===== src/rtl/plic_pkg.sv =====
// Shared types and defaults for the PLIC interrupt sequencer.
package plic_pkg;

    localparam logic [2:0]  CLAIM_ADDR_DEF = 3'd7;
    localparam int unsigned RD_LAT_DEF     = 1;
    localparam int unsigned ID_W_DEF       = 4;

    typedef enum logic [2:0] {
        IDLE,
        CLAIM_ISSUE,
        CLAIM_WAIT,
        PRESENT,
        SERVICE,
        COMPLETE_WR,
        XFER_ISSUE,
        XFER_WAIT
    } plic_state_e;

endpackage


===== src/rtl/plic_rd_timer.sv =====
// Read-latency down-counter: loaded on the strobe cycle, done_o marks the
// cycle in which the register port's read data is valid.
module plic_rd_timer #(
    parameter int unsigned LAT = 1
) (
    input  logic clk,
    input  logic rst,
    input  logic load_i,
    output logic done_o
);

    // The strobe cycle itself accounts for one cycle of latency.
    localparam logic [1:0] LOAD_VAL = (LAT == 0) ? 2'd0 : 2'(LAT - 1);

    logic [1:0] cnt_q;

    always_ff @(posedge clk) begin
        if (rst) begin
            cnt_q <= '0;
        end else if (load_i) begin
            cnt_q <= LOAD_VAL;
        end else if (cnt_q != '0) begin
            cnt_q <= cnt_q - 2'd1;
        end
    end

    assign done_o = (cnt_q == '0);

endmodule


===== src/rtl/plic_irq_sequencer.sv =====
// Owns the interrupt controller's register port: claim, present to the trap
// unit, complete after mret, with CPU MMIO accesses interleaved.
module plic_irq_sequencer
    import plic_pkg::*;
#(
    parameter logic [2:0]  CLAIM_ADDR = CLAIM_ADDR_DEF,
    parameter int unsigned RD_LAT     = RD_LAT_DEF,
    parameter int unsigned ID_W       = ID_W_DEF
) (
    input  logic            clk,
    input  logic            rst,
    input  logic            irq,
    input  logic            irq_en,
    output logic            plic_wr_H_rd_L,
    output logic            plic_load,
    output logic [2:0]      plic_addr,
    output logic [31:0]     plic_wdata,
    input  logic [31:0]     plic_rdata,
    input  logic            cpu_req,
    input  logic            cpu_wr,
    input  logic [2:0]      cpu_addr,
    input  logic [31:0]     cpu_wdata,
    output logic [31:0]     cpu_rdata,
    output logic            cpu_ack,
    output logic            trap_req,
    output logic [ID_W-1:0] trap_id,
    input  logic            trap_ack,
    input  logic            trap_done,
    output plic_state_e     dbg_state
);

    plic_state_e     state_q, ret_q;
    logic            rr_last_q, done_pend_q;
    logic            load_q, wr_q, cpu_ack_q, trap_req_q;
    logic [2:0]      addr_q;
    logic [31:0]     wdata_q, cpu_rdata_q;
    logic [ID_W-1:0] trap_id_q;

    logic            claim_ok, cpu_ok, rd_done, tmr_load;
    logic            claim_sample, xfer_sample;
    logic [ID_W-1:0] claim_id;

    // CPU handshake: cpu_req is held until the one-cycle cpu_ack; the request
    // still visible during the ack cycle is the finished one, so it is masked.
    assign claim_ok = irq & irq_en;
    assign cpu_ok   = cpu_req & ~cpu_ack_q;
    assign claim_id = plic_rdata[ID_W-1:0];
    assign tmr_load = (state_q == CLAIM_ISSUE) || (state_q == XFER_ISSUE);

    assign claim_sample = ((state_q == CLAIM_ISSUE) && (RD_LAT == 0)) ||
                          ((state_q == CLAIM_WAIT) && rd_done);
    assign xfer_sample  = ((state_q == XFER_ISSUE) && (wr_q || (RD_LAT == 0))) ||
                          ((state_q == XFER_WAIT) && rd_done);

    plic_rd_timer #(.LAT(RD_LAT)) u_rd_timer (
        .clk    (clk),
        .rst    (rst),
        .load_i (tmr_load),
        .done_o (rd_done)
    );

    always_ff @(posedge clk) begin
        if (rst) begin
            state_q     <= IDLE;
            ret_q       <= IDLE;
            rr_last_q   <= 1'b0;
            done_pend_q <= 1'b0;
            load_q      <= 1'b0;
            wr_q        <= 1'b0;
            addr_q      <= '0;
            wdata_q     <= '0;
            cpu_rdata_q <= '0;
            cpu_ack_q   <= 1'b0;
            trap_req_q  <= 1'b0;
            trap_id_q   <= '0;
        end else begin
            load_q    <= 1'b0;
            wr_q      <= 1'b0;
            addr_q    <= '0;
            wdata_q   <= '0;
            cpu_ack_q <= 1'b0;

            if ((state_q == XFER_ISSUE || state_q == XFER_WAIT) &&
                ret_q == SERVICE && trap_done) begin
                done_pend_q <= 1'b1;
            end

            case (state_q)
                IDLE: begin
                    if (cpu_ok && (!claim_ok || rr_last_q)) begin
                        state_q <= XFER_ISSUE;
                        ret_q   <= IDLE;
                        load_q  <= 1'b1;
                        wr_q    <= cpu_wr;
                        addr_q  <= cpu_addr;
                        wdata_q <= cpu_wdata;
                    end else if (claim_ok) begin
                        state_q <= CLAIM_ISSUE;
                        load_q  <= 1'b1;
                        addr_q  <= CLAIM_ADDR;
                    end
                end
                CLAIM_ISSUE, CLAIM_WAIT: begin
                    if (!claim_sample) begin
                        state_q <= CLAIM_WAIT;
                    end else if (claim_id != '0) begin
                        state_q    <= PRESENT;
                        trap_req_q <= 1'b1;
                        trap_id_q  <= claim_id;
                    end else begin
                        state_q <= IDLE;
                    end
                end
                PRESENT: begin
                    if (trap_ack) begin
                        state_q    <= SERVICE;
                        trap_req_q <= 1'b0;
                    end
                end
                SERVICE: begin
                    if (cpu_ok) begin
                        state_q <= XFER_ISSUE;
                        ret_q   <= SERVICE;
                        load_q  <= 1'b1;
                        wr_q    <= cpu_wr;
                        addr_q  <= cpu_addr;
                        wdata_q <= cpu_wdata;
                        if (trap_done) begin
                            done_pend_q <= 1'b1;
                        end
                    end else if (trap_done || done_pend_q) begin
                        state_q <= COMPLETE_WR;
                        load_q  <= 1'b1;
                        wr_q    <= 1'b1;
                        addr_q  <= CLAIM_ADDR;
                        wdata_q <= 32'(trap_id_q);
                    end
                end
                COMPLETE_WR: begin
                    state_q     <= IDLE;
                    trap_id_q   <= '0;
                    rr_last_q   <= 1'b1;
                    done_pend_q <= 1'b0;
                end
                XFER_ISSUE, XFER_WAIT: begin
                    if (xfer_sample) begin
                        if (!wr_q) begin
                            cpu_rdata_q <= plic_rdata;
                        end
                        cpu_ack_q <= 1'b1;
                        rr_last_q <= 1'b0;
                        state_q   <= ret_q;
                    end else begin
                        state_q <= XFER_WAIT;
                    end
                end
                default: state_q <= IDLE;
            endcase
        end
    end

    assign plic_wr_H_rd_L = wr_q;
    assign plic_load      = load_q;
    assign plic_addr      = addr_q;
    assign plic_wdata     = wdata_q;
    assign cpu_rdata      = cpu_rdata_q;
    assign cpu_ack        = cpu_ack_q;
    assign trap_req       = trap_req_q;
    assign trap_id        = trap_id_q;
    assign dbg_state      = state_q;

endmodule


===== config.mk =====
export PLATFORM = sky130hd
export DESIGN_NAME = plic_irq_sequencer
export DESIGN_NICKNAME = d
export VERILOG_FILES = /design/src/rtl/plic_pkg.sv /design/src/rtl/plic_rd_timer.sv /design/src/rtl/plic_irq_sequencer.sv
export SDC_FILE = /design/constraint.sdc
export NUM_CORES = 1
export LEC_CHECK = 0
export BUFFER_PORTS_ARGS = -buffer_cell sky130_fd_sc_hd__buf_2
export CORE_MARGIN = 2
export CORE_UTILIZATION = 24
export DETAILED_ROUTE_END_ITERATION = 12
export PLACE_DENSITY = 0.5
export SYNTH_ARGS = -nofsm -noshare
export SYNTH_HDL_FRONTEND = slang
export SYNTH_SLANG_ARGS = --single-unit

===== constraint.sdc =====
create_clock -name clk -period 2.4 [get_ports clk]
set_clock_uncertainty 0.2 [all_clocks]
set_input_delay 0.12 -clock clk [delete_from_list [all_inputs] [get_ports clk]]
set_output_delay 0.12 -clock clk [all_outputs]
set_load 0.01 [all_outputs]

==> reports/qor.yml, run 1 <==
run_status:
  status: "finished clean"
setup_path:
  critPathMaxStageDelay_ps: 700
  crit_path_end_kind: "flop"
  path_cells: "inv_2, or3_1, nor3_2, a22o_1"
  crit_path_max_fanout: 17
  path_class: "reg -> reg"
  cp_num_buf_inv: 1
  cp_slowest_cell: "dfxtp_1"
  crit_family: "simple AND/OR/NAND/NOR gates"
  crit_path_start_kind: "flop"
  crit_required_ps: 2480
  cp.arrival_ps: 2220
clock_network:
  cts.sinks: 83
  ctsHtreeMaxLevel: 3
  clk_pin_slew_ps: 70
  cts_resized: 0
  post_cts_buffers: 0
  clock_latency_ps: 340
  tritoncts: "done"
  cts_buffer_depth: 2
  numCtsBuffers: 9
  hold_buffers: 70
  cts_root_buf: "clkbuf_16"
place:
  io_buffers: 152
  placed_area_um2: 3860
  dpl.hpwl_um: 5760
  gp_congestion: 0.795
die:
  core-area_um2: 12000
  die_h_um: 115
  rows: 40
  fp.dieW_um: 115
  io_pins: 153
  dieArea_um2: 13200
  start_util: 0.245
route:
  first_pass_iters: 4
  drt-initial-drc-count: 139
  via_count: 2984
  drtAntennaViolNets: 0
  wl_per_cell_um: 12.9
  viasPerCell: 4.31
  drc: 0
  totalWireLength_um: 8910
yosys:
  yosys.area.top_type_share: 0.565
  syn_avg_cell_area_um2: 9.22
  synth-seq-cells: 83
  synth_top_area_cell: "dfxtp_1"
  syn_nets: 395
  synth_cell_types: 43
  synth.area.top_cells: "dfxtp_1, nand2_1, a21oi_1"
  synth_cells: 319
  synth-seq-area-share: 0.565
  syn_area_um2: 2940
  ys_warn_count: 0
pwr:
  p_leak_uw: 0.00222
  ir_worst_vdd_v: 0.000334
  p_per_area_nw_per_um2: 871
sta:
  max_freq_mhz: 468
  period_needed_ps: 2140
  worst_pin_slew_ps: 636
  relSlewSlack: 0.576
  rsz0062_at_grt: "false"
  slew_viol_final: 0
  finalSetupViolations: 0
  tns_ps: 0
  post-route-period-util: 0.890
  hold_viol_final: 0
finish:
  drive_gt1_frac: 0.332
  multi_input_area_um2: 1190
  syn_to_final_growth_pct: 65.7
  ff_latch_area_um2: 1660
  fin_area_um2: 4870
  fin_nets: 616
  nFillCells: 1197
  diodes: 0
global_route:
  grt.overflow.total: 0
  grt_pass1_vias: 2914
  antenna_found_initial: 0
  grt_pass1_wl_um: 13900
  grt_start_max_net_pins: 34
  grtUsageTotal: 0.136
hold_path:
  hp-class: "in -> reg"
flow_run:
  drv_cap: 0
==> power by group <==
part | total (uW) | internal [uW] | switching (uW)
Sequential | 1690 | 1550 | 138
Combinational | 1070 | 505 | 569
Clock | 1480 | 909 | 573
==> flip-flops by register name (all words and copies together), names as in the netlist <==
register and flops:
trap_id 4, cpu_rdata 32, plic_load 1, cpu_ack 1
plic_wr_H_rd_L 1, done_pend_q 1, dbg_state 3, ret_q 1
plic_wdata 32, trap_req 1, u_rd_timer.cnt_q 2, plic_addr 3
rr_last_q 1
==> synth_stat cells <==
| master | count |
|---|---|
| nand2b_1 | 9 |
| xor2_1 | 1 |
| inv_1 | 3 |
| o21ai_0 | 5 |
| a32oi_1 | 1 |
| o21ai_2 | 1 |
| or2_1 | 1 |
| clkbuf_1 | 8 |
| a211o_1 | 2 |
| o21ba_2 | 1 |
| nor4_1 | 1 |
| nand4_1 | 1 |
| nand3_1 | 1 |
| buf_4 | 1 |
| a2111oi_4 | 1 |
| a22o_1 | 4 |
| nor3_2 | 2 |
| or3_1 | 2 |
| and2_1 | 28 |
| a311o_1 | 1 |
| buf_1 | 1 |
| o21a_1 | 5 |
| a311oi_1 | 1 |
| dfxtp_1 | 83 |
| and3_1 | 2 |
| inv_2 | 1 |
| mux2i_1 | 4 |
| nor3b_1 | 1 |
| a21o_1 | 4 |
| a31oi_1 | 1 |
| buf_2 | 8 |
| a211oi_1 | 2 |
| nor4bb_1 | 1 |
| or4b_1 | 1 |
| nor2_1 | 7 |
| o221ai_1 | 1 |
| o22ai_1 | 1 |
| a31o_2 | 1 |
| nor2b_1 | 1 |
| ha_1 | 1 |
| nand2_1 | 78 |
| o211a_1 | 1 |
| a21oi_1 | 39 |
==> layer usage <==
metal	global-route usage	vias up	share of wire	wire (um)
li1	-	1507	-	-
met1	0.162	1349	0.44	3880
met2	0.224	120	0.47	4210
met3	0.0503	8	0.079	708
met4	0.0506	0	0.013	114
met5	0	-	0	0
==> path summary, 6_finish.rpt <==
path	slack (ps)	cells past startpoint	end	start
worst max-delay path	260	4	plic_wdata[2]	dbg_state[2]
worst min-delay path	110	5	ret_q[2]	irq_en
worst max register to register	260	4	plic_wdata[2]	dbg_state[2]
worst min register to register	250	2	cpu_rdata[15]	cpu_rdata[15]
==> cells in the final DEF, fill, tap and decap left out, types with 2 or more instances in the layout <==
cell type        n
inv_1            3
a21o_1           4
mux2i_1          4
dlygate4sd3_1   70
bufinv_16        2
dfxtp_1         83
o21a_1           5
nor2_1           7
or3_1            2
and2_1          28
and3_1           2
clkinv_2         3
nand2b_1         9
nand2_1         78
clkbuf_16        9
a22o_1           4
o21ai_0          5
a21oi_1         39
a211o_1          2
buf_4            6
buf_2          152
a211oi_1         2
==> tightest hold or removal path, stage by stage <==
cell	delay, ps
buf_2	110
nand2_1	80
nor2_1	70
o21ai_0	160
a21oi_1	60
==> cell families after synthesis <==
| group | count (synthesis) | share of synthesized area |
|---|---|---|
| AO/OA/AOI/OAI | 72 | 0.160 |
| XOR/XNOR | 1 | 0.00298 |
| adder cells (fa/ha/maj) | 1 | 0.00425 |
| buffers and inverters | 22 | 0.0328 |
| flip-flops | 83 | 0.565 |
| multiplexers | 4 | 0.0136 |
| AND/OR/NAND/NOR | 136 | 0.222 |
==> through the flow <==
stage | util | hold WS [ps] | cells | setup slack [ps] | power (uW)
global placement | 0.321 | 118 | 606 | 416 | 2690
floorplan | - | 30.4 | 319 | 651 | 2340
global route | 0.406 | 124 | 692 | 165 | 4510
CTS | 0.406 | 83.8 | 692 | 296 | 4310
detailed placement | 0.321 | 120 | 606 | 334 | 2700
finish | 0.406 | 107 | 692 | 264 | 4250
==> cell type report <==
type | instances | area share
Inverter | 4 | 0.00308
Tap cell | 147 | 0.0377
Clock buffer | 9 | 0.0462
Multi-Input combinational cell | 214 | 0.244
Timing Repair Buffer | 228 | 0.309
Clock inverter | 7 | 0.0187
Sequential cell | 83 | 0.341
No activity file was read; power rests on OpenSTA's default activity.
==> run 2: changes to the inputs <==
Settings changed: ABC_AREA from default to 1, CAP_MARGIN from default to 20, PLACE_DENSITY 0.5 to 0.49.
Clock period 2.4 ns to 2.75 ns, I/O delays scaled along.
==> run 2 against run 1 <==
- synthesized cell count rose by 24%
- maximum frequency rose by 0.50%
- setup slack improved by 360 ps
- global-route usage rose by 0.46 points
- highest routed layer unchanged
- sequential share of layout area fell by 0.39 points
- final area rose by 1.2%
- count of clock-buffer cells in the layout rose by 1
- largest power group unchanged
==> reports/qor.yml, run 2 <==
pwr:
  ir_worst_vdd_v: 0.000303  # -9.2%
  p_per_area_nw_per_um2: 751  # -14%
  combPwrFrac: 0.289  # +0.036
  clockPowerShare: 0.307  # -0.042
  switchingPower_uw: 1270  # -0.66%
  pwr-share-seq: 0.404  # +0.006
  totalPowerFinal_uw: 3700  # -13%
  p_int_uw: 2430  # -18%
  swShare: 0.343  # +0.0421
  p_leak_uw: 0.00249  # +12%
global_route:
  grt.overflow.total: 0  # unchanged
  grtUsageTotal: 0.140  # +0.00459
  grt_pass1_vias: 3283  # +13%
  antenna_found_initial: 0  # unchanged
  grt_pass1_wl_um: 15600  # +12%
  grt_start_max_net_pins: 42  # +24%
yosys:
  syn_area_um2: 3080  # +4.8%
  ys_warn_count: 0  # unchanged
  yosys.area.top_type_share: 0.539  # -0.0257
  synth_cell_types: 27  # -37%
  synth_cells: 397  # +24%
  synth_ff_type: "dfxtp_1"
  syn_nets: 473  # +20%
  synth-seq-area-share: 0.539  # -0.0257
  synth-seq-cells: 83  # unchanged
  synth_most_common_cell: "nor2_1"
  synth_top_area_cell: "dfxtp_1"
  synth-edff-count: 0  # unchanged
  synth.top_cells.by_count: "nor2_1, dfxtp_1, nand2_1"
  synth.area.top_cells: "dfxtp_1, nor2_1, nand2_1"
  syn_avg_cell_area_um2: 7.76  # -16%
  async_flop_share: 0  # unchanged
clock_network:
  cts_root_buf: "clkbuf_16"
  clk_pin_slew_ps: 60  # about the same
  cts.sinks: 83  # unchanged
  tritoncts: "done"
  numCtsBuffers: 9  # unchanged
  clock_latency_ps: 340  # about the same
  post_cts_buffers: 0  # unchanged
  cts_resized: 0  # unchanged
  ctsHtreeMaxLevel: 3  # unchanged
  cts_buffer_depth: 2  # unchanged
route:
  drt-initial-drc-count: 133  # -4.3%
  viasPerCell: 4.15  # -3.8%
  drc: 0  # unchanged
  via_count: 3273  # +9.7%
  drtAntennaViolNets: 0  # unchanged
  first_pass_iters: 4  # unchanged
  totalWireLength_um: 9520  # +6.9%
  wl_per_cell_um: 12.1  # -6.3%
sta:
  max_freq_mhz: 471  # +0.50%
  tns_ps: 0  # unchanged
  hold_viol_final: 0  # unchanged
  post-route-period-util: 0.773  # -0.117
  finalSetupViolations: 0  # unchanged
  rsz0062_at_grt: "false"
  slew_viol_final: 0  # unchanged
  worst_pin_slew_ps: 1040  # +405 ps
  relSlewSlack: 0.305  # -0.271
  period_needed_ps: 2130  # -10.7 ps
setup_path:
  crit_path_max_fanout: 32  # +15
  cp.arrival_ps: 2200  # -20 ps
  crit_path_end_kind: "flop"
  crit_path_start_kind: "flop"
  crit_required_ps: 2820  # +340 ps
  path_class: "reg -> reg"
die:
  io_pins: 153  # unchanged
  fp.dieW_um: 117  # +2.3%
  core-area_um2: 12600  # +4.6%
  die_h_um: 117  # +2.3%
  start_util: 0.245  # +0.000301
  dieArea_um2: 13800  # +4.6%
  rows: 41  # +2.5%
hold_path:
  hp-class: "in -> reg"
place:
  gp_congestion: 0.748  # -6.0%
  io_buffers: 152  # unchanged
  dpl.hpwl_um: 6190  # +7.4%
finish:
  nFillCells: 1239  # +3.5%
  layout_commonest_cell: "buf_2"
  layout.cells.most_common_list: "buf_2, nor2_1, dfxtp_1"
  drive_gt1_frac: 0.308  # -0.0242
  fin_util: 0.392  # -0.0135
  diodes: 0  # unchanged
  fin_nets: 688  # +12%
  syn_to_final_growth_pct: 60.0
run_status:
  status: "finished clean"
flow_run:
  drv_cap: 0  # unchanged
## run 2: final cells by class
cell class,instances,area (um^2),share of cell area
flip-flops and latches,83,1660,0.337
repair buffers,225,1480,0.301
multi-input cells,274,1220,0.248
clock buffers,10,239,0.0485
well taps,172,215,0.0437
inverters,19,71.3,0.0145
clock inverters,6,37.5,0.00761
## run 2: path summary, 6_finish.rpt
path / start / endpoint / slack (ps) / depth (start not counted)
worst max-delay path: u_rd_timer.cnt_q[0] / cpu_rdata[22] / 620 / 7
worst min-delay path: cpu_req / plic_addr[0] / 100 / 7
worst max register to register: u_rd_timer.cnt_q[0] / cpu_rdata[22] / 620 / 7
worst min register to register: trap_req / trap_req / 260 / 2
## run 2: cell families (layout without fill, tap and decap cells)
kind of cell               Yosys count  in the layout  share of synthesized area
AOI/OAI and AO/OA                   54             54                     0.0922
adders and majority gates            1              1                    0.00406
buffers and inverters               40            260                     0.0646
DFF                                 83             83                      0.539
and+or+nand+nor                    219            219                      0.300
## run 2: what timing repair did
item	in CTS	in global routing
hold endpoints to repair	74	0
hold buffers	70	0
setup endpoints to repair	0	0
## run 2: worst max-delay path, stage by stage (launching register included)
cell,delay (ps)
dfxtp_1,330
inv_1,60
ha_1,260
nand4_2,150
nor2_2,50
inv_1,740
nor2_1,110
nor2_1,140
## run 2: per-stage QoR
step	hold slack (ps)	setup WS (ps)	cells	cell area, um^2
finish	97.9	625	789	4930
global route	128	344	789	4930
CTS	88.5	637	789	4930
detailed placement	162	656	703	3950
global placement	154	714	703	3950
floorplan	58.0	1170	397	3080
## run 2: power groups by stage
stage	Combinational [uW]	Clock (uW)	Sequential, uW
3_3_place_gp	992	0	1510
4_1_cts	1080	1170	1490
6_report	1070	1140	1490
5_1_grt	1210	1230	1520
3_5_place_dp	997	0	1520
2_1_floorplan	699	0	1530
## run 2: layer usage
metal  vias to the layer above  global-route usage  wire length [um]
met5                         -                   0                 0
li1                       1680                   -                 -
met1                      1459               0.165              4170
met2                       118               0.225              4340
met4                         0              0.0648               254
met3                        16              0.0550               762
